[src/rtl/cp0_int_timer.sv]
// CP0 Count/Compare timer and external interrupt synchroniser; drives the
// 6-bit hardware interrupt vector that the CP0 block copies into Cause.IP.
module cp0_int_timer #(
  parameter int EXT_NUM     = 5,
  parameter int SYNC_STAGES = 2,
  parameter int PRESCALE    = 2
) (
  input  logic               cpu_clk_50M,
  input  logic               cpu_rst_n,
  input  logic [EXT_NUM-1:0] ext_int_i,
  input  logic               we,
  input  logic [4:0]         waddr,
  input  logic [31:0]        wdata,
  input  logic               re,
  input  logic [4:0]         raddr,
  output logic [31:0]        data_o,
  output logic               hit_o,
  output logic [5:0]         int_o
);

  localparam int          PW        = (PRESCALE > 1) ? $clog2(PRESCALE) : 1;
  localparam logic [PW-1:0] PRE_LAST = PW'(PRESCALE - 1);
  localparam logic [4:0]  REG_COUNT   = 5'd9;
  localparam logic [4:0]  REG_COMPARE = 5'd11;

  logic [PW-1:0]      presc;
  logic [31:0]        count;
  logic [31:0]        compare;
  logic               timer_pending;
  logic [EXT_NUM-1:0] sync_q [SYNC_STAGES];
  logic [4:0]         ext_vec;

  logic        inc;
  logic        count_wr;
  logic        compare_wr;
  logic [31:0] count_nxt;

  assign inc        = (presc == PRE_LAST);
  assign count_wr   = we && (waddr == REG_COUNT);
  assign compare_wr = we && (waddr == REG_COMPARE);
  assign count_nxt  = count + 32'd1;

  // A Count write restarts the prescaler and suppresses both increment and match.
  always_ff @(posedge cpu_clk_50M or negedge cpu_rst_n) begin
    if (!cpu_rst_n) begin
      presc         <= '0;
      count         <= '0;
      compare       <= '0;
      timer_pending <= 1'b0;
    end else begin
      if (count_wr || inc)
        presc <= '0;
      else
        presc <= presc + PW'(1);

      if (count_wr)
        count <= wdata;
      else if (inc)
        count <= count_nxt;

      if (compare_wr)
        compare <= wdata;

      // Software clear wins over a match on the same edge; match uses old Compare.
      if (compare_wr)
        timer_pending <= 1'b0;
      else if (inc && !count_wr && (count_nxt == compare))
        timer_pending <= 1'b1;
    end
  end

  always_ff @(posedge cpu_clk_50M or negedge cpu_rst_n) begin
    if (!cpu_rst_n) begin
      for (int s = 0; s < SYNC_STAGES; s++)
        sync_q[s] <= '0;
    end else begin
      sync_q[0] <= ext_int_i;
      for (int s = 1; s < SYNC_STAGES; s++)
        sync_q[s] <= sync_q[s-1];
    end
  end

  always_comb begin
    ext_vec              = '0;
    ext_vec[EXT_NUM-1:0] = sync_q[SYNC_STAGES-1];
  end

  assign int_o = {timer_pending, ext_vec};

  always_comb begin
    data_o = '0;
    hit_o  = 1'b0;
    if (re && cpu_rst_n) begin
      if (raddr == REG_COUNT) begin
        data_o = count;
        hit_o  = 1'b1;
      end else if (raddr == REG_COMPARE) begin
        data_o = compare;
        hit_o  = 1'b1;
      end
    end
  end

endmodule

[config.mk]
export PLATFORM = sky130hd
export DESIGN_NAME = cp0_int_timer
export DESIGN_NICKNAME = d
export VERILOG_FILES = /design/src/rtl/cp0_int_timer.sv
export SDC_FILE = /design/constraint.sdc
export NUM_CORES = 1
export LEC_CHECK = 0
export BUFFER_PORTS_ARGS = -buffer_cell sky130_fd_sc_hd__buf_2
export CAP_MARGIN = 20
export CORE_ASPECT_RATIO = 1.2
export CORE_MARGIN = 4
export CORE_UTILIZATION = 30
export CTS_BUF_LIST = sky130_fd_sc_hd__clkbuf_2 sky130_fd_sc_hd__clkbuf_4 sky130_fd_sc_hd__clkbuf_8
export DETAILED_ROUTE_END_ITERATION = 16
export GPL_TIMING_DRIVEN = 1
export PLACE_DENSITY_LB_ADDON = 0.08
export SYNTH_ARGS = -nofsm -noshare
export SYNTH_HDL_FRONTEND = slang
export SYNTH_SLANG_ARGS = --single-unit
[constraint.sdc]
create_clock -name cpu_clk_50M -period 2.4 [get_ports cpu_clk_50M]
set_input_delay 0.24 -clock cpu_clk_50M [delete_from_list [all_inputs] [get_ports cpu_clk_50M]]
set_output_delay 0.24 -clock cpu_clk_50M [all_outputs]
set_load 0.01 [all_outputs]
Word-level counts from Yosys, hierarchy flattened. Cells that the tools add are included.

Add/subtract/negate cells: 2. Eq/ne operators: 5. Multiplexer cells: 11. Reductions and logical operators: 9.

Operator list (count): $mux 32 (5); $add 32x1->32 const B (1); $eq 32x32->1 (1); $eq 5x4->1 const B (4); $mux 1 (6); $logic_and 1x1->1 (5); $reduce_bool 2->1 (2); $add 1x1->1 const B (1); $logic_not 1->1 (1); $logic_or 1x1->1 (1).

Register bits: 76. Input port bits: 51. Logic and storage cells: 33.

Longest topological paths before layout.
Word-level depth: 7. Mapped depth: 9.

Least setup slack after synthesis. Ideal clock, no wire load.

Kind: register to register. Start: register count[1]. End: register timer_pending. Arrival: 2.089 ns. Path slack: 0.234 ns. Cell stages (with the launch flop): 9. Buffers on the path: 1. Cell sequence: dfrtp_1 -> ha_1 -> nand3_1 -> nor4_2 -> buf_2 -> nand4_1 -> a2111oi_2 -> nand4_1 -> o21ai_1.

Word-level cells in the longest chain between the ends: 4.

RTL lines: from (decl) (RTL line 27) `logic [31:0] count;`; from (signal assigned) (RTL line 57) `count <= wdata;`; from (signal assigned) (RTL line 59) `count <= count_nxt;`; $add 32x1->32 (RTL line 41) `assign count_nxt = count + 32'd1;`; $eq 32x32->1 (RTL line 67) `else if (inc && !count_wr && (count_nxt == compare))`; $logic_and 1x1->1 (RTL line 67); $reduce_bool 2->1 (no line); to (signal assigned) (RTL line 49) `timer_pending <= 1'b0;`; to (signal assigned) (RTL line 66) `timer_pending <= 1'b0;`; to (signal assigned) (RTL line 68) `timer_pending <= 1'b1;`; to (decl) (RTL line 29) `logic timer_pending;`.

Every way passes these cells. A chain may end at the register's enable or synchronous reset.

Worst setup path in the final report. Same ends and word-level chain as after synthesis.

==> results by group <==
Setup path
  • Crit path launch: count[1]
  • Data required, critical path: 2.71 ns
  • CP max FO: 6
  • Worst reg2reg path depth: 11
  • Setup slack, reg-to-reg: 0.11 ns
  • Critical Path AT: 2.59 ns
  • Critical Path Start Type: flip-flop
  • Worst R2R End: timer_pending
  • CP endpoint kind: flip-flop
  • Critical path type: reg2reg
  • Worst stage delay on the critical path: roughly 0.38 ns
  • Worst path cell trace: buf_6, nand4_1, buf_6, nor4_4, buf_4, buf_4, and3_1, xnor2_1, a2111oi_2, nand4_1, o21ai_1
  • Crit path capture: timer_pending
  • Worst flop-to-flop path startpoint: count[1]
  • Critical path's slowest cell: dfrtp_1

Global routing
  • First-pass GRT wire length: 23.89 mm
  • Largest net degree at the start of global routing: 66
  • Tot GR Track Use: 16.73%
  • Final global-route overflow total: 0
  • Initial antenna violation count: 0
  • Vias in the first global route: ~4400

Timing
  • Max Clock Skew: 0.01131 ns
  • Final Max Tran Viols: 0
  • Hold Violations, Final: 0
  • Final worst slack: between 0.1 and 0.15 ns
  • Hold_ws: 0.1122 ns
  • Final setup TNS: 0 ns
  • Final Cycle Share: 95.36%
  • Finish-stage setup viols: 0
  • Fmax: 0.4369 GHz
  • RSZ-0062 raised after global routing: true
  • Worst slew pin tran: 0.6802 ns
  • Slew HR: 54.66%
  • Final min period: between 2 and 2.5 ns

Logic synthesis
  • Post-Synthesis Cells: 501
  • Post-synth ARST share: 100.0%
  • Primary FF master, synth: dfrtp_1
  • Syn_area_per_cell: 9.632 µm²
  • Post-synth EDFFs: 0
  • Synth Area in Compound Gates: approximately 16%
  • XOR/XNOR Fraction of Synth Area: roughly an eighth
  • YS warnings: 0
  • Distinct cells, synth: 56
  • Synth Net Count: around 550
  • Mapped Area: 4826 µm²
  • Sequential area share after synthesis: 39.41%
  • Mux share of post-synthesis cell area: just under 8%
  • Post-Synth Adder-Cell Area: less than 1%
  • Seq cells post-synth: 76
  • Main combinational cell family by area after synthesis: simple AND/OR/NAND/NOR gates
  • Simple-Gate Fraction of Synth Area: 18.64%

Place
  • Placer Congestion: 0.8078
  • Cells after DPL: 790
  • DP Worst Slack: 0.07340 ns
  • Port Buf Inserts: 89
  • Hpwl dp: 10.60 mm

Power and ir drop
  • Pleak: roughly 2.7 nW
  • Pwr dens: 783.2 nW/µm²
  • Peak supply drop: 0.0002845 V

Clock tree
  • Clock buffer depth: 2
  • Num CTS Buffers: 9
  • TritonCTS clock tree: done
  • Number of H-tree levels: 3
  • CTS clk-pin slew, worst paths: 0.08 ns
  • Clock sinks: 76
  • Clk_lat worst skew: 0.37 ns
  • Clock root cell: clkbuf_8

Drt
  • Drt first pass iters: 5
  • Antenna Violating Nets Remaining: 0
  • Routed WL: between 10 and 15 mm
  • Via Count: 4140
  • Drt via density: 5.055
  • Post-DR wirelength/cell: 17.70 µm
  • Drt drc: 0
  • Drt first-iter violations: 228

Floorplan
  • Die Height: 146.9 µm
  • # rows: 50
  • Die ar.: 18190 µm²
  • Initial Util: 30.73%
  • IO Count: 90
  • Core Region: 15700 µm²
  • Die X: 123.8 µm

Layout
  • Syn-to-layout area delta: 23.28%
  • Finished Layout Cells: 819
  • Share of cells above drive strength 1: 37.97%
  • Fill cell count: 1646
  • N_diodes: 0
  • Nets: 659

Status
  • Outcome: finished, final reports clean

Run
  • Max-capacitance violation count: 0

Hold path
  • HP Start: wdata[13]
  • Worst hold path class: in2reg
  • Hold path cells: 2
-- final cells by class --
type                       count  area [µm²]  area share (%)
inverter                       5       18.77          0.3155
tap                          208       260.3           4.374
sequential                    76        1902           31.97
timing repair buffer         144       887.1           14.91
clock inverter                 4       25.02          0.4206
clock buffer                  11       151.4           2.545
multi-input combinational    371        2705           45.47
-- how the worst min path moves through the flow --
stage	slack, ns	end
floorplan	-0.06	compare[0]
global placement	0.33	ext_vec[0]
detailed placement	0.33	ext_vec[1]
CTS	0.09	compare[18]
global route	0.1	compare[17]
finish	0.11	compare[13]
-- cell families after synthesis --
| kind of cell | count (synthesis) |
|---|---|
| AOI/OAI and AO/OA | 98 |
| buffers and inverters | 54 |
| muxes | 34 |
| and+or+nand+nor | 166 |
| adders and majority gates | 1 |
| xor gates and xnor gates | 72 |
| DFF | 76 |
-- cells in the final DEF (no fill, tap or decap), types with 11 or more instances in the layout --
master	instances
dfrtp_1	76
xnor2_1	29
buf_2	88
clkbuf_8	11
nand2_1	27
mux2_2	32
nand4_1	18
a21oi_1	36
xor2_1	43
buf_4	47
o221a_2	29
nor2_1	49
nand3_1	22
-- registers in the layout, summed over array words and instances (netlist names) --
signal,count
compare,32
count,32
ext_vec,5
sync_q,5
inc,1
timer_pending,1
-- timing repair --
action,in CTS,in global routing
hold buffers,6,0
buffers inserted,0,8
endpoints found under the setup margin,0,1
gates resized for setup,0,7
endpoints found under the hold margin,45,0
-- per-layer routing --
metal  vias up  GRT usage (%)  share of wire, %
li1       2016              -                 -
met1      2039          22.60                45
met2        72          26.87                49
met3        13          3.350               3.6
met4         0          4.986               1.6
met5         -              0                 0
-- power by group --
group / total (mW) / leakage [nW] / internal (mW) / switching (mW)
registers: 1.89 / 0.932 / 1.57 / 0.316
clock network: 0.920 / 0.0872 / 0.422 / 0.497
logic: 1.85 / 1.63 / 0.889 / 0.962
total: 4.66 / 2.65 / 2.89 / 1.77
-- cell usage after synthesis (all sizes together) (2+ instances only) --
cell type	number	area, µm²
or3	2	12.51
clkbuf	28	105.1
and3	9	56.30
nand4	20	146.4
a22oi	4	30.03
nand3	24	125.1
nor2b	4	25.02
nor4bb	2	20.02
mux2i	2	20.02
a21oi	36	180.2
and4b	2	20.02
o21ai	9	45.04
nand2b	2	12.51
a31oi	2	12.51
nand2	27	101.4
nor3b	3	22.52
inv	5	18.77
buf	21	122.6
a211o	3	26.28
nor3	4	25.02
or2	2	12.51
xnor2	29	254.0
and4	2	17.52
xor2	43	376.6
mux2	32	360.4
and2	4	25.03
o221a	29	326.6
nor2	49	183.9
nor4	6	58.80
dfrtp	76	1902
a31o	3	26.28
a21o	2	15.01
-- critical path, delay by kind of cell (launching register included) --
family                    cells  cell delay [ns]
buffers and inverters         4             0.58
DFF                           1             0.38
AOI/OAI and AO/OA             2             0.48
and+or+nand+nor               4             0.68
xor gates and xnor gates      1             0.10
-- metrics by stage --
stage | utilization, % | power [mW] | area (µm²)
2_1_floorplan | - | 3.069 | 4826
3_3_place_gp | 35.80 | 3.679 | 5622
3_5_place_dp | 35.80 | 3.685 | 5622
4_1_cts | 37.31 | 4.653 | 5858
5_1_grt | 37.89 | 5.023 | 5949
6_report | 37.89 | 4.660 | 5949
(Power assumes the default switching activity.)
